$ cat src/rtl/decode_out_capture_pkg.sv
// Shared types and layout helpers for the decode-output capture buffer.
package decode_out_capture_pkg;

  // Record width for a given datapath width: 6 + 1 + 2 control bits plus IR and NPC.
  function automatic int unsigned rec_width(input int unsigned data_w);
    return 9 + 2 * data_w;
  endfunction

  // Field offsets and record struct describe the default 16-bit datapath.
  localparam int unsigned DefDataW = 16;
  localparam int unsigned NPC_LSB  = 0;
  localparam int unsigned IR_LSB   = NPC_LSB + DefDataW;
  localparam int unsigned W_LSB    = IR_LSB + DefDataW;
  localparam int unsigned M_LSB    = W_LSB + 2;
  localparam int unsigned E_LSB    = M_LSB + 1;

  typedef struct packed {
    logic [5:0]          e_cntrl;
    logic                m_cntrl;
    logic [1:0]          w_cntrl;
    logic [DefDataW-1:0] instr_reg;
    logic [DefDataW-1:0] npc_out;
  } decode_rec_t;

  typedef enum logic {CAPTURE_ALL, CAPTURE_CHANGE} capture_mode_e;

endpackage

$ cat src/rtl/decode_out_capture_fifo.sv
// Generic synchronous FIFO with flush; a push into a full FIFO is accepted when a
// pop happens in the same cycle.
module capture_fifo #(
  parameter int unsigned WIDTH = 8,
  parameter int unsigned DEPTH = 8
) (
  input  logic                     clk_i,
  input  logic                     rst_i,
  input  logic                     flush_i,
  input  logic                     push_i,
  input  logic [WIDTH-1:0]         wdata_i,
  input  logic                     pop_i,
  output logic [WIDTH-1:0]         rdata_o,
  output logic                     full_o,
  output logic                     empty_o,
  output logic [$clog2(DEPTH):0]   count_o
);

  localparam int unsigned PtrW = $clog2(DEPTH);

  logic [WIDTH-1:0] mem_q [DEPTH];
  logic [PtrW-1:0]  wptr_q, rptr_q;
  logic [PtrW:0]    count_q;
  logic             push_ok, pop_ok;

  // Qualify push/pop against occupancy.
  always_comb begin
    full_o  = (count_q == (PtrW+1)'(DEPTH));
    empty_o = (count_q == '0);
    pop_ok  = pop_i && !empty_o;
    push_ok = push_i && (!full_o || pop_ok);
    rdata_o = mem_q[rptr_q];
    count_o = count_q;
  end

  // Pointer and occupancy state; flush wins over any same-cycle push or pop.
  always_ff @(posedge clk_i) begin
    if (rst_i || flush_i) begin
      wptr_q  <= '0;
      rptr_q  <= '0;
      count_q <= '0;
    end else begin
      if (push_ok) wptr_q <= wptr_q + PtrW'(1);
      if (pop_ok)  rptr_q <= rptr_q + PtrW'(1);
      unique case ({push_ok, pop_ok})
        2'b10:   count_q <= count_q + (PtrW+1)'(1);
        2'b01:   count_q <= count_q - (PtrW+1)'(1);
        default: count_q <= count_q;
      endcase
    end
  end

  // Storage array; contents need no reset since occupancy gates visibility.
  always_ff @(posedge clk_i) begin
    if (push_ok && !flush_i && !rst_i) mem_q[wptr_q] <= wdata_i;
  end

endmodule

$ cat src/rtl/decode_out_capture.sv
// Timestamped capture buffer for the LC3 decode-stage output bundle.
module decode_out_capture
  import decode_out_capture_pkg::*;
#(
  parameter int unsigned DATA_W      = 16,
  parameter int unsigned DEPTH       = 8,
  parameter int unsigned TS_W        = 16,
  parameter int unsigned CHANGE_ONLY = 0,
  localparam int unsigned REC_W      = rec_width(DATA_W)
) (
  input  logic                   clock_s,
  input  logic                   reset_s,
  input  logic [5:0]             e_cntrl_s,
  input  logic                   m_cntrl_s,
  input  logic [1:0]             w_cntrl_s,
  input  logic [DATA_W-1:0]      Instr_Reg_s,
  input  logic [DATA_W-1:0]      npc_out_s,
  input  logic                   en_de_s,
  input  logic                   clear_s,
  output logic                   out_valid_s,
  input  logic                   out_ready_s,
  output logic [REC_W-1:0]       out_rec_s,
  output logic [TS_W-1:0]        out_ts_s,
  output logic [$clog2(DEPTH):0] count_s,
  output logic                   overflow_s,
  output logic [15:0]            drop_cnt_s
);

  localparam capture_mode_e Mode = (CHANGE_ONLY != 0) ? CAPTURE_CHANGE : CAPTURE_ALL;

  logic [TS_W-1:0]       ts_q;
  logic [REC_W-1:0]      ref_q;
  logic                  ref_valid_q;
  logic                  overflow_q;
  logic [15:0]           drop_cnt_q;
  logic [REC_W-1:0]      rec;
  logic                  req, pop, drop, full, empty;
  logic [TS_W+REC_W-1:0] head;

  // Pack the bundle and decide whether this cycle requests a capture.
  always_comb begin
    rec  = {e_cntrl_s, m_cntrl_s, w_cntrl_s, Instr_Reg_s, npc_out_s};
    req  = en_de_s && ((Mode == CAPTURE_ALL) || !ref_valid_q || (rec != ref_q));
    pop  = !empty && out_ready_s;
    drop = req && full && !pop;
  end

  capture_fifo #(
    .WIDTH (TS_W + REC_W),
    .DEPTH (DEPTH)
  ) u_fifo (
    .clk_i   (clock_s),
    .rst_i   (reset_s),
    .flush_i (clear_s),
    .push_i  (req),
    .wdata_i ({ts_q, rec}),
    .pop_i   (pop),
    .rdata_o (head),
    .full_o  (full),
    .empty_o (empty),
    .count_o (count_s)
  );

  // Free-running timestamp; only reset restarts it.
  always_ff @(posedge clock_s) begin
    if (reset_s) ts_q <= '0;
    else         ts_q <= ts_q + TS_W'(1);
  end

  // Change-filter reference, loaded on every request even when the push is dropped.
  always_ff @(posedge clock_s) begin
    if (reset_s || clear_s) begin
      ref_valid_q <= 1'b0;
      ref_q       <= '0;
    end else if (req) begin
      ref_valid_q <= 1'b1;
      ref_q       <= rec;
    end
  end

  // Sticky overflow flag and saturating drop counter.
  always_ff @(posedge clock_s) begin
    if (reset_s || clear_s) begin
      overflow_q <= 1'b0;
      drop_cnt_q <= '0;
    end else if (drop) begin
      overflow_q <= 1'b1;
      if (drop_cnt_q != 16'hFFFF) drop_cnt_q <= drop_cnt_q + 16'd1;
    end
  end

  // Head outputs read as zero while the FIFO is empty.
  always_comb begin
    out_valid_s = !empty;
    out_rec_s   = empty ? '0 : head[REC_W-1:0];
    out_ts_s    = empty ? '0 : head[TS_W+REC_W-1:REC_W];
    overflow_s  = overflow_q;
    drop_cnt_s  = drop_cnt_q;
  end

endmodule

$ cat config.mk
export PLATFORM = sky130hd
export DESIGN_NAME = decode_out_capture
export DESIGN_NICKNAME = d
export VERILOG_FILES = /design/src/rtl/decode_out_capture_pkg.sv /design/src/rtl/decode_out_capture_fifo.sv /design/src/rtl/decode_out_capture.sv
export SDC_FILE = /design/constraint.sdc
export NUM_CORES = 1
export LEC_CHECK = 0
export CORE_MARGIN = 4
export CORE_UTILIZATION = 59
export DETAILED_ROUTE_END_ITERATION = 10
export GPL_TIMING_DRIVEN = 0
export PLACE_DENSITY = 0.79
export REMOVE_ABC_BUFFERS = 1
export SLEW_MARGIN = 20
export SYNTH_ARGS = -nofsm -noshare
export SYNTH_HDL_FRONTEND = slang
export SYNTH_HIERARCHICAL = 1
export SYNTH_SLANG_ARGS = --single-unit
$ cat constraint.sdc
create_clock -name clock_s -period 8.56 [get_ports clock_s]
set_input_delay 0.856 -clock clock_s [delete_from_list [all_inputs] [get_ports clock_s]]
set_output_delay 0.856 -clock clock_s [all_outputs]
set_load 0.05 [all_outputs]
==> reports/results.tsv <==
metric	value	unit
met3 GRT Util	0.03707	
worst-path cell chain	buf_16, buf_16, mux4_2, mux2_2, nor2b_1, clkdlybuf4s50_1	
reg2reg start	u_fifo/count_o[1]	
number of core rows	66	
CTS resizes	0	
non-filler cells, final	1641	
Clock Skews	0.02656	ns
Main synth FF type	edfxtp_1	
overall power	0.004920	W
Worst path top cell family by delay	buffers and inverters	
final setup violating endpoints	0	
Inst Count DP	1553	
floorplan die height	191.4	um
dpl ws	3.927	ns
Syn Area/Cell	20.06	um^2
critical path buffer and inverter count	3	
Max Root-Sink Buffers	3	
via count	10114	
max-cap viol count	0	
First-pass DRT Iterations	5	
I/O pin count	125	
Clk Latency, worst-skew pair	0.56	ns
Starting Density	0.6035	
RSZ-0062 raised after global routing	no	
final core occ	0.7246	
CTS H-tree lvls	2	
Syn. warnings	6	
routed vias/inst	6.163	
Netlist cell types	55	
HPWL Detailed	24.14	mm
ANT cells	0	
worst reg2reg setup slack	4.44	ns
routed length per instance	25.32	um
FMAX	225.3	MHz
final worst path period share	0.5184	
Critical R2R Capture	u_fifo/mem_q[0][17]	
worst setup margin	4.122	ns
pin count of the biggest net entering global routing	51	
CP max stage delay	0.74	ns
startpoint types	register	
P per Cell Area	206.6	nW/um^2
Pins Over Slew Limit	0	
grt ovf	0	
GRT met2 Usage	0.4022	
GP Congestion	0.7868	
min cycle time layout	4.438	ns
post-synthesis sequential area ratio	0.7367	
Worst Hold End	overflow_s	
Reg clk slew, reported paths	0.06	ns
Tot GR Track Use	0.2329	
Final Cell Area	23820	um^2
Worst Max-Slew Pin Slew	0.9202	ns
relative slew slack	0.3846	
Crit path top cell by count	buf_16	
crit path DAT	3.58	ns
final antenna-violating net count	0	
number of I/O port buffers	124	
share of cells above drive strength 1	0.2585	
drt drc	0	
setup bufs post-CTS	0	
Max VDD drop	156.0	uV
clk sink count	502	
placed instance area	22330	um^2
CTS buffer count	49	
hold depth	2	
layer with the highest usage	met2	
worst path required time	7.70	ns
die area	36620	um^2
Yosys reg bits	502	
post-synthesis cell area	19840	um^2
first-pass GRT wire length	64.28	mm
Crit-path slowest cell	clkdlybuf4s50_1	
CTS tree	done	
nets@finish	1215	
Die Width	191.4	um
Critical Path Fanout Max	34	
worst reg2reg path depth	13	
Global Route met1 Usage	0.3143	
hold path startpoint	overflow_s	
initial antenna violation count	0	
CTS root buffer	clkbuf_16	
CORE AREA	32870	um^2
Leak	7.441	nW
Area growth syn-to-layout	20.06	%
final wirelength	41.55	mm
vias in the first global route	10759	
Hold Violations, Final	0	
CP Capture Type	output pin	
asr flop ratio synth	0	
status	finished clean	
HP Class	reg2reg	
Gate Count Post-Synth	989	
CP Class	reg2out	
# hold bufs at CTS	0	
initial drt markers	857	
Post-synth EDFFs	456	
-- per-layer routing --
layer / up-vias / share of wire
met1: 5189 / 0.38
met5: - / 0
met4: 0 / 0.023
met3: 80 / 0.073
met2: 464 / 0.52
li1: 4381 / -
-- flip-flops by register name, indices dropped and copies added (netlist names), named ones only --
register	cells
u_fifo/count_o	4
ts_q	16
u_fifo/wptr_q	3
overflow_s	1
u_fifo/rptr_q	3
drop_cnt_s	16
u_fifo/mem_q	456
-- report_power, final --
part | switching (W) | internal (W)
Combinational | 0.000133 | 0.0000798
Sequential | 0.00000820 | 0.00268
Clock | 0.000870 | 0.00115
-- cells in the mapped netlist, types with 5 or more instances --
cell	n	share of area
nand2_1	20	0.0038
nand4_1	10	0.0032
a21oi_1	12	0.0030
buf_6	7	0.0040
nor2_1	33	0.0062
nand3_1	9	0.0023
nor3_1	5	0.0013
o21ai_0	5	0.0013
buf_2	9	0.0023
mux2i_1	7	0.0035
dfxtp_1	46	0.046
xor2_1	14	0.0062
xnor2_1	5	0.0022
mux4_2	114	0.13
inv_1	8	0.0015
mux2_2	57	0.032
clkbuf_1	29	0.0055
or3_1	12	0.0038
ha_1	6	0.0038
nor2b_1	58	0.018
and4_1	5	0.0022
and2_1	5	0.0016
edfxtp_1	456	0.69
-- stage by stage --
| step | TNS [ns] | hold WS [ns] |
|---|---|---|
| after floorplan | 0 | 0.4834 |
| after global placement | -628.44 | 0.4648 |
| after detailed placement | 0 | 0.4669 |
| after CTS | 0 | 0.4784 |
| after global routing | 0 | 0.5216 |
| final | 0 | 0.4746 |
-- final cells by class --
class                      count  area [um^2]
clock buffer                  64         1292
clock inverter                24        197.7
fill                        1872         9051
inverter                       8        30.03
multi-input combinational    431         5006
sequential                   502        14630
tap                          442        553.0
timing repair buffer         170         2111
-- cells in the final DEF, fill, tap and decap left out, types with 4 or more instances in the layout --
cell type        netlist  final
buf_16                 0     21
xor2_1                14     14
buf_12                 0      5
nor2_1                33     26
nor2b_1               58     58
or4_1                  4      4
nand2b_1               4      4
buf_6                  7      7
o41ai_1                4      4
edfxtp_1             456    456
nand4_1               10     10
clkinv_2               0      9
nand3_1                9      9
buf_4                  1     11
mux2_2                57     57
clkbuf_1              29     14
clkbuf_16              0     49
dfxtp_1               46     43
clkdlybuf4s50_1        0    124
inv_1                  8      8
a21oi_1               12     12
nor2_4                 0      7
ha_1                   6      6
o21ai_0                5      5
nand2_1               20     20
mux2i_1                7      7
and4_1                 5      5
mux4_2               114    114
xnor2_1                5      5
or3_1                 12     12
and2_1                 5      5
clkinv_1               0      8
nor4_1                 4      4
-- tightest hold or removal path, stage by stage, from the launching register on --
cell and delay [ns]:
dfxtp_1 0.32, a21oi_1 0.04, nor2_1 0.07
-- logic make-up after synthesis --
family / synth area share
flops: 0.7367
compound gates: 0.01451
xor+xnor: 0.008389
mux: 0.1653
simple gates: 0.05620
fa+ha+maj: 0.004794
buf+inv: 0.01407
-- worst max-delay path by stage --
stage / from / endpoint / cells after the start
after detailed placement: reset_s / u_fifo/mem_q[0][17] / 9
final: register / out_rec_s[20] / 6
after global routing: register / out_rec_s[20] / 6
after floorplan: u_fifo/count_o[1] / u_fifo/mem_q[4][0] / 8
after CTS: register / out_rec_s[20] / 6
after global placement: u_fifo/count_o[1] / u_fifo/mem_q[4][17] / 8
Power figures use the tool's default switching activity.
